File: src/rtl/mul_const_pkg.sv
// Shared constants for the constant-multiply datapath (x * MUL_K as shift-and-subtract).
package mul_const_pkg;
  localparam int MUL_K     = 7;
  localparam int MUL_SHIFT = $clog2(MUL_K + 1);
  localparam int DEF_W     = 20;
  localparam int DEF_SPLIT = 10;

  function automatic int outw(input int w);
    return w + MUL_SHIFT;
  endfunction
endpackage

File: src/rtl/split_add_stage.sv
// Registered adder slice: on enable, captures a + b + cin as a sum slice plus carry-out.
module split_add_stage #(
  parameter int WIDTH = 10
) (
  input  logic             clk,
  input  logic             rst_n,
  input  logic             en,
  input  logic [WIDTH-1:0] a,
  input  logic [WIDTH-1:0] b,
  input  logic             cin,
  output logic [WIDTH-1:0] sum,
  output logic             cout
);

  always_ff @(posedge clk or negedge rst_n) begin
    if (!rst_n) begin
      sum  <= '0;
      cout <= 1'b0;
    end else if (en) begin
      {cout, sum} <= {1'b0, a} + {1'b0, b} + {{WIDTH{1'b0}}, cin};
    end
  end

endmodule

File: src/rtl/mul7_pipe.sv
// Two-stage pipelined x7 multiplier: (in << 3) + ~in + 1, carry split at SPLIT.
// Valid/ready on both sides; in_ready is combinational from out_ready (no skid buffer).
module mul7_pipe
  import mul_const_pkg::*;
#(
  parameter int W     = DEF_W,
  parameter int SPLIT = DEF_SPLIT
) (
  input  logic                clk,
  input  logic                rst_n,
  input  logic                in_valid,
  output logic                in_ready,
  input  logic [W-1:0]        in_data,
  output logic                out_valid,
  input  logic                out_ready,
  output logic [outw(W)-1:0]  out_data
);

  localparam int OW = outw(W);
  localparam int HW = OW - SPLIT;

  logic          adv1, adv2;
  logic          s1_v, s2_v;
  logic [OW-1:0] op_shl, op_inv;

  logic [SPLIT-1:0] s1_lo;
  logic             s1_c;
  logic [HW-1:0]    s1_a_hi, s1_b_hi;
  logic [SPLIT-1:0] s2_lo;
  logic [HW-1:0]    s2_hi;
  logic             unused_hi_cout;

  assign adv2      = !s2_v || out_ready;
  assign adv1      = !s1_v || adv2;
  assign in_ready  = adv1;
  assign out_valid = s2_v;
  assign out_data  = {s2_hi, s2_lo};

  // Subtrahend is the one's complement; the +1 enters as carry-in of the low slice.
  assign op_shl = {in_data, {MUL_SHIFT{1'b0}}};
  assign op_inv = ~{{MUL_SHIFT{1'b0}}, in_data};

  split_add_stage #(.WIDTH(SPLIT)) u_lo (
    .clk   (clk),
    .rst_n (rst_n),
    .en    (adv1),
    .a     (op_shl[SPLIT-1:0]),
    .b     (op_inv[SPLIT-1:0]),
    .cin   (1'b1),
    .sum   (s1_lo),
    .cout  (s1_c)
  );

  // The final carry-out is the 2^OW wrap of the two's-complement subtract and is dropped.
  split_add_stage #(.WIDTH(HW)) u_hi (
    .clk   (clk),
    .rst_n (rst_n),
    .en    (adv2),
    .a     (s1_a_hi),
    .b     (s1_b_hi),
    .cin   (s1_c),
    .sum   (s2_hi),
    .cout  (unused_hi_cout)
  );

  always_ff @(posedge clk or negedge rst_n) begin
    if (!rst_n) begin
      s1_v    <= 1'b0;
      s1_a_hi <= '0;
      s1_b_hi <= '0;
      s2_v    <= 1'b0;
      s2_lo   <= '0;
    end else begin
      if (adv1) begin
        s1_v    <= in_valid;
        s1_a_hi <= op_shl[OW-1:SPLIT];
        s1_b_hi <= op_inv[OW-1:SPLIT];
      end
      if (adv2) begin
        s2_v  <= s1_v;
        s2_lo <= s1_lo;
      end
    end
  end

endmodule
File: config.mk
export PLATFORM = sky130hd
export DESIGN_NAME = mul7_pipe
export DESIGN_NICKNAME = d
export VERILOG_FILES = /design/src/rtl/mul_const_pkg.sv /design/src/rtl/split_add_stage.sv /design/src/rtl/mul7_pipe.sv
export SDC_FILE = /design/constraint.sdc
export NUM_CORES = 1
export LEC_CHECK = 0
export CORE_MARGIN = 5
export CORE_UTILIZATION = 55
export DETAILED_ROUTE_END_ITERATION = 8
export MAX_ROUTING_LAYER = met4
export PLACE_DENSITY = 0.81
export SYNTH_ARGS = -nofsm -noshare
export SYNTH_HDL_FRONTEND = slang
export SYNTH_SLANG_ARGS = --single-unit
export TNS_END_PERCENT = 1
File: constraint.sdc
create_clock -name clk -period 3.9 [get_ports clk]
set_input_delay 0.78 -clock clk [delete_from_list [all_inputs] [get_ports clk]]
set_output_delay 0.78 -clock clk [all_outputs]
set_load 0.03 [all_outputs]
==> metrics.md, run 1 <==
| Metric | Value |
|---|---|
| Critical-path top delay cell | `clkdlybuf4s50_1` |
| Reg2reg setup slack | `1.60 ns` |
| Post-cts resize count | `0` |
| Number of synthesized register bits | `60` |
| Peak supply drop | `0.358 mV` |
| Status | `finished clean` |
| Logic gate share of total power | `0.330` |
| Hold Fails Final Rpt | `0` |
| Initial antenna violation count | `0` |
| Final slew viol count | `0` |
| Pleak | `1.80 nW` |
| Synth Instances | `345` |
| RSZ-0062 raised after global routing | `no` |
| Num ports | `49` |
| Cell area after layout | `3870 um2` |
| Final min period | `3.03 ns` |
| Critical path peak fanout | `2` |
| Initial core utilization | `0.569` |
| N_diodes | `0` |
| Clk_lat worst skew | `0.34 ns` |
| Switching Share | `0.345` |
| Reg2reg end | `u_hi.sum[8]$_DFFE_PN0P_` |
| Least-Margin Pin Slew | `0.952 ns` |
| Vias | `2567` |
| Sw power | `735 uW` |
| Longest Clk Path Bufs | `2` |
| Synth Cell Area | `3130 um2` |
| Setup total negative slack | `0 ns` |
| Largest net degree at the start of global routing | `45` |
| Post-synth EDFFs | `0` |
| Critical setup path kind | `primary input to output pin` |
| CTS tree | `yes` |
| Post-CTS setup buffer count | `0` |
| Metal3 WL | `337 um` |
| Critical Path Most Common Cell | `clkdlybuf4s50_1` |
| Pre-Repair DR Iteration Count | `4` |
| Final setup margin | `0.869 ns` |
| GRT Total Usage | `0.206` |
| GPL Wtd Cong | `0.973` |
| CTS clk-pin slew, worst paths | `0.07 ns` |
| Post-Syn Nets | `390` |
| Max incr delay on CP | `0.66 ns` |
| Post-DP HPWL | `5.00 mm` |
| # hold bufs at CTS | `0` |
| Dpl ws | `0.883 ns` |
| Path type of the worst min-delay path | `flop to flop` |
| Die width | `85.4 um` |
| Area grow syn2layout | `23.7%` |
| Clock share of power | `0.287` |
| Met2 WL | `3.19 mm` |
| Fin crit share | `0.777` |
| Row cnt | `27` |
| Minimum hold slack | `0.463 ns` |
| Worst path required time | `3.12 ns` |
| Vias in the first global route | `2472` |
| Initial DRC count | `126` |
| Element type at the critical path start | `primary input` |
| Headroom to the max-slew limit | `0.365` |
| Final Non-Filler Cells | `471` |
| First-pass GRT wire length | `11.6 mm` |
| Leading register cell type out of synthesis | `dfrtp_1` |
| Antenna viol nets, final | `0` |
| Inserted Clock Buffers | `9` |
| Port buffer count | `48` |
| Power Dens Cells | `551 nW/um2` |
| R2R depth | `7` |
| Final setup vio count | `0` |
| RR Startpoint | `u_lo.cout$_DFFE_PN0P_` |
| DP Area | `3650 um2` |
| Crit path arrival time | `2.25 ns` |
| H-tree levels | `3` |
| Synthesized area per cell | `9.07 um2` |
| DIE HEIGHT | `85.4 um` |
| Post-synthesis sequential area ratio | `0.480` |
| Uppermost layer routed | `met4` |
| CP cell instances | `clkdlybuf4s50_1 -> nor2b_4 -> and2_4 -> clkinv_1 -> clkdlybuf4s50_1` |
| Dpl cells | `455` |
| P_int | `1.40 mW` |
| CTS Root Cell | `clkbuf_8` |
| Max Fclk | `330 MHz` |
| Setup Skew | `0.00786 ns` |
| DRC Markers | `0` |
| Async S/R FF share, synth | `1.00` |
| Post-synth cell types | `47` |
| Clk sinks | `60` |
| Wl on met1 | `3.26 mm` |
| Nets | `439` |
| GRT overflow | `0` |
| CP endpoint kind | `output pin` |
| Via density | `5.45` |
| Share of post-route cells with drive strength above 1 | `0.0677` |
| Routed len/inst | `14.6 um` |
| Total wire length | `6.87 mm` |
| Worst hold path startpoint | `s2_lo[3]$_DFFE_PN0P_` |
| Hold path cells | `2` |
| Max cap viols | `0` |
| Yosys warns | `0` |
| WHS Endpoint | `s2_lo[3]$_DFFE_PN0P_` |
| Seq pwr share | `0.383` |
| Worst Setup SP | `out_ready` |
| Die area | `7300 um2` |
| Core area | `5510 um2` |
==> power groups by stage <==
| stage | sequential (mW) | combinational [mW] | clock [mW] |
|---|---|---|---|
| floorplan | 0.952 | 0.308 | 0 |
| global placement | 0.821 | 0.686 | 0 |
| detailed placement | 0.826 | 0.706 | 0 |
| CTS | 0.816 | 0.711 | 0.615 |
| global route | 0.832 | 0.768 | 0.646 |
| finish | 0.816 | 0.704 | 0.611 |
==> state kept, by name, summed over array words and instances (netlist names) <==
name	cells
s1_a_hi	13
u_hi.sum	13
s1_b_hi	11
s2_lo	10
u_lo.sum	10
out_valid	1
s1_v	1
u_lo.cout	1
==> cell usage after synthesis, types with 2 or more instances <==
library cell / n / area, um2
ha_1: 19 / 238
and4_1: 2 / 17.5
o31ai_1: 2 / 15.0
nand2b_1: 3 / 18.8
clkbuf_1: 7 / 26.3
xnor2_1: 5 / 43.8
buf_2: 2 / 10.0
a21oi_1: 26 / 130
or3_1: 2 / 12.5
a211oi_1: 2 / 15.0
nor3_1: 7 / 35.0
o21a_1: 2 / 15.0
nor2_1: 28 / 105
inv_1: 9 / 33.8
nand2_1: 91 / 342
a221oi_1: 2 / 17.5
buf_6: 2 / 22.5
fa_1: 2 / 40.0
o21ai_0: 18 / 90.1
a21o_1: 7 / 52.6
xor2_1: 9 / 78.8
a31oi_1: 3 / 18.8
and3_1: 2 / 12.5
nand3_1: 7 / 35.0
o21bai_1: 2 / 15.0
dfrtp_1: 60 / 1500
buf_1: 2 / 7.51
a31o_2: 2 / 17.5
nor3b_1: 2 / 15.0
==> metal layers <==
layer  vias to the layer above  global-route usage
met5                         -                   -
met4                         0              0.0475
met3                        11              0.0485
met2                        49               0.323
met1                      1229               0.271
li1                       1278                   -
==> cell usage in the layout, fill, tap and decap left out, types with 3 or more instances in the layout <==
cell type | netlist | layout
a21oi_1 | 26 | 26
xnor2_1 | 5 | 5
clkbuf_8 | 0 | 9
nand2_1 | 91 | 91
inv_1 | 9 | 9
o21ai_0 | 18 | 18
a31oi_1 | 3 | 3
buf_4 | 0 | 4
xor2_1 | 9 | 9
nand2b_1 | 3 | 3
nor3_1 | 7 | 7
ha_1 | 19 | 19
dfrtp_1 | 60 | 60
a21o_1 | 7 | 7
nand3_1 | 7 | 7
nor2_1 | 28 | 28
clkdlybuf4s50_1 | 0 | 47
==> through the flow <==
step | util | total power, mW
2_1_floorplan | - | 1.26
3_3_place_gp | 0.664 | 1.51
3_5_place_dp | 0.664 | 1.53
4_1_cts | 0.703 | 2.14
5_1_grt | 0.703 | 2.25
6_report | 0.703 | 2.13
==> area by class of cell <==
| type | instances | area (um2) |
|---|---|---|
| inverter | 10 | 37.5 |
| timing repair buffer | 52 | 505 |
| multi-input combinational | 261 | 1520 |
| clock buffer | 10 | 128 |
| tap | 72 | 90.1 |
| clock inverter | 6 | 88.8 |
| sequential | 60 | 1500 |
| fill | 437 | 1640 |
==> worst max-delay path by stage <==
stage	endpoint
2_1_floorplan	in_ready
3_3_place_gp	in_ready
3_5_place_dp	in_ready
4_1_cts	in_ready
5_1_grt	in_ready
6_report	in_ready
==> worst max-delay path, delay by kind of cell <==
| kind | cells | cell delay [ns] |
|---|---|---|
| buf+inv | 3 | 1.25 |
| simple gates | 2 | 0.21 |
==> kinds of logic (layout without fill, tap and decap cells) <==
group	count (synthesis)	after routing	share of synthesized area
AO/OA/AOI/OAI	72	72	0.142
XOR/XNOR	14	14	0.0392
adder cells (fa/ha/maj)	21	21	0.0887
buffers and inverters	24	78	0.0348
flip-flops	60	60	0.480
AND/OR/NAND/NOR	154	154	0.215
Power figures use the tool's default switching activity.
==> run 2: changes to the inputs <==
--- a/config.mk
+++ b/config.mk
@@ -6,10 +6,10 @@
 export NUM_CORES = 1
 export LEC_CHECK = 0
 export CORE_MARGIN = 5
-export CORE_UTILIZATION = 55
+export CORE_UTILIZATION = 48
 export DETAILED_ROUTE_END_ITERATION = 8
 export MAX_ROUTING_LAYER = met4
-export PLACE_DENSITY = 0.81
+export PLACE_DENSITY = 0.75
 export SYNTH_ARGS = -nofsm -noshare
 export SYNTH_HDL_FRONTEND = slang
 export SYNTH_SLANG_ARGS = --single-unit
==> constraint.sdc (replaced) <==
create_clock -name clk -period 2.58 [get_ports clk]
set_input_delay 0.516 -clock clk [delete_from_list [all_inputs] [get_ports clk]]
set_output_delay 0.516 -clock clk [all_outputs]
set_load 0.03 [all_outputs]
==> run 2 against run 1 <==
Wire length fell by 1.8%. Clock-buffer cell count is the same. Design area up 0.55%. Critical endpoint unchanged. Core utilization decreased by 9.0 points. Global-route usage decreased by 3.1 points. Register-to-register slack got worse by 1.2 ns. Worst setup slack worse by 0.81 ns. Worst hold slack worse by 0.28 ns. Highest routed layer unchanged. Die area up 13%. Non-clock buffer count rose by 2. Combinational power increased by 52%. Clock power grew 54%.
==> metrics.md, run 2 (synthesis results as in run 1) <==
| Metric | Value |
|---|---|
| DIE HEIGHT | `90.8 um` |
| Pleak | `1.81 nW` |
| Final min period | `2.52 ns` |
| GRT overflow | `0` |
| Reg2reg end | `u_hi.sum[8]$_DFFE_PN0P_` |
| RSZ-0062 raised after global routing | `no` |
| Setup total negative slack | `0 ns` |
| DP Area | `3680 um2` |
| Die area | `8240 um2` |
| Largest regs | `s1_a_hi (13), u_hi.sum (13), s1_b_hi (11)` |
| Status | `finished clean` |
| Max Fclk | `397 MHz` |
| Element type at the critical path start | `primary input` |
| Post-cts resize count | `0` |
| Minimum hold slack | `0.183 ns` |
| Initial antenna violation count | `0` |
| Largest net degree at the start of global routing | `45` |
| Multi-input gate area | `1520 um2` |
| Die width | `90.8 um` |
| # hold bufs at CTS | `0` |
| Final Non-Filler Cells | `478` |
| Num ports | `49` |
| Worst path required time | `2.06 ns` |
| Most frequent cells in the layout | `nand2_1, dfrtp_1, clkdlybuf4s50_1, nor2_1, a21oi_1` |
| Via density | `5.26` |
| Nets | `441` |
| Post-DP HPWL | `4.95 mm` |
| Register area | `1500 um2` |
| CTS Root Cell | `clkbuf_8` |
| Power Dens Cells | `830 nW/um2` |
| Vias in the first global route | `2410` |
| Critical path peak fanout | `2` |
| H-tree levels | `3` |
| First-pass GRT wire length | `11.3 mm` |
| Headroom to the max-slew limit | `0.574` |
| Antenna viol nets, final | `0` |
| Core area | `6350 um2` |
| Least-Margin Pin Slew | `0.639 ns` |
| GRT Total Usage | `0.175` |
| CTS tree | `yes` |
| Inserted Clock Buffers | `9` |
| Reg2reg setup slack | `0.36 ns` |
| Routed len/inst | `14.1 um` |
| Setup Skew | `0.00607 ns` |
| Critical Path End | `in_ready` |
| Pre-Repair DR Iteration Count | `4` |
| Port buffer count | `48` |
| Row cnt | `29` |
| Final slew viol count | `0` |
| Critical setup path kind | `primary input to output pin` |
| GPL Wtd Cong | `0.853` |
| Initial core utilization | `0.493` |
| Initial DRC count | `79` |
| Longest Clk Path Bufs | `2` |
| Total wire length | `6.75 mm` |
| RR Startpoint | `u_lo.cout$_DFFE_PN0P_` |
| CP endpoint kind | `output pin` |
| Post-layout util | `0.613` |
| DRC Markers | `0` |
| Final setup vio count | `0` |
| Crit path arrival time | `2.01 ns` |
| Area grow syn2layout | `24.3%` |
| Dpl cells | `462` |
| Peak supply drop | `0.500 mV` |
| N_diodes | `0` |
| Fin crit share | `0.977` |
| Share of post-route cells with drive strength above 1 | `0.0723` |
| Worst Setup SP | `out_ready` |
| Post-CTS setup buffer count | `0` |
| R2R depth | `7` |
| Clk sinks | `60` |
| Hold Fails Final Rpt | `0` |
| Path type of the worst min-delay path | `primary input to async pin` |
| CTS clk-pin slew, worst paths | `0.07 ns` |
| Cell area after layout | `3890 um2` |
| Leading cell type in the layout, fill and taps excluded | `nand2_1` |
| Max cap viols | `0` |
| Filler cell count | `544` |
| Clk_lat worst skew | `0.35 ns` |
| Vias | `2513` |
## run 2: cell count changes in the layout (fill, tap and decap cells not counted), sizes merged
cell / previous run / this run
buf: 5 / 7
## run 2: worst max-delay path: stages
cell	delay (ns)
clkdlybuf4s50_1	0.53
nor2b_4	0.06
and2_4	0.16
clkinv_1	0.07
clkdlybuf4s50_1	0.67
## run 2: per-stage QoR
| stage | power, mW | worst slack (ns) |
|---|---|---|
| after floorplan | 1.91 | 0.553 |
| after global placement | 2.29 | 0.0459 |
| after detailed placement | 2.31 | 0.0569 |
| after CTS | 3.25 | 0.0430 |
| after global routing | 3.40 | 0.00735 |
| final | 3.23 | 0.0581 |
## run 2: worst min-delay path by stage
stage | start | to
floorplan | rst_n | out_valid$_DFFE_PN0P_
global placement | s1_v$_DFFE_PN0P_ | out_valid$_DFFE_PN0P_
detailed placement | s2_lo[7]$_DFFE_PN0P_ | s2_lo[7]$_DFFE_PN0P_
CTS | rst_n | s2_lo[9]$_DFFE_PN0P_
global route | rst_n | s2_lo[9]$_DFFE_PN0P_
finish | rst_n | s2_lo[9]$_DFFE_PN0P_
## run 2: power by group
part / switching, mW / leakage, nW / total (mW) / internal [mW]
Clock: 0.395 / 0.102 / 0.938 / 0.544
Combinational: 0.616 / 1.01 / 1.07 / 0.451
Sequential: 0.107 / 0.699 / 1.23 / 1.12
## run 2: metal layers
layer / routed length, um / vias to the layer above / global-route usage / part of all wire
met5: 0 / - / - / 0
met4: 84 / 0 / 0.0571 / 0.012
met3: 352 / 10 / 0.0517 / 0.052
met2: 3090 / 53 / 0.259 / 0.46
met1: 3220 / 1173 / 0.230 / 0.48
li1: - / 1277 / - / -
## run 2: cell type report
class	instances	area share
timing repair buffer	54	0.134
multi-input combinational	261	0.391
inverter	10	0.00964
tap	77	0.0248
clock buffer	10	0.0328
sequential	60	0.386
clock inverter	6	0.0228
==> run 3: changes to the inputs <==
--- a/config.mk
+++ b/config.mk
@@ -7,6 +7,7 @@
 export LEC_CHECK = 0
 export CORE_MARGIN = 5
 export CORE_UTILIZATION = 48
+export CTS_CLUSTER_SIZE = 40
 export DETAILED_ROUTE_END_ITERATION = 8
 export MAX_ROUTING_LAYER = met4
 export PLACE_DENSITY = 0.75
==> results of run 3 <==
Final layout, timing and power as in run 2 (identical DEF).
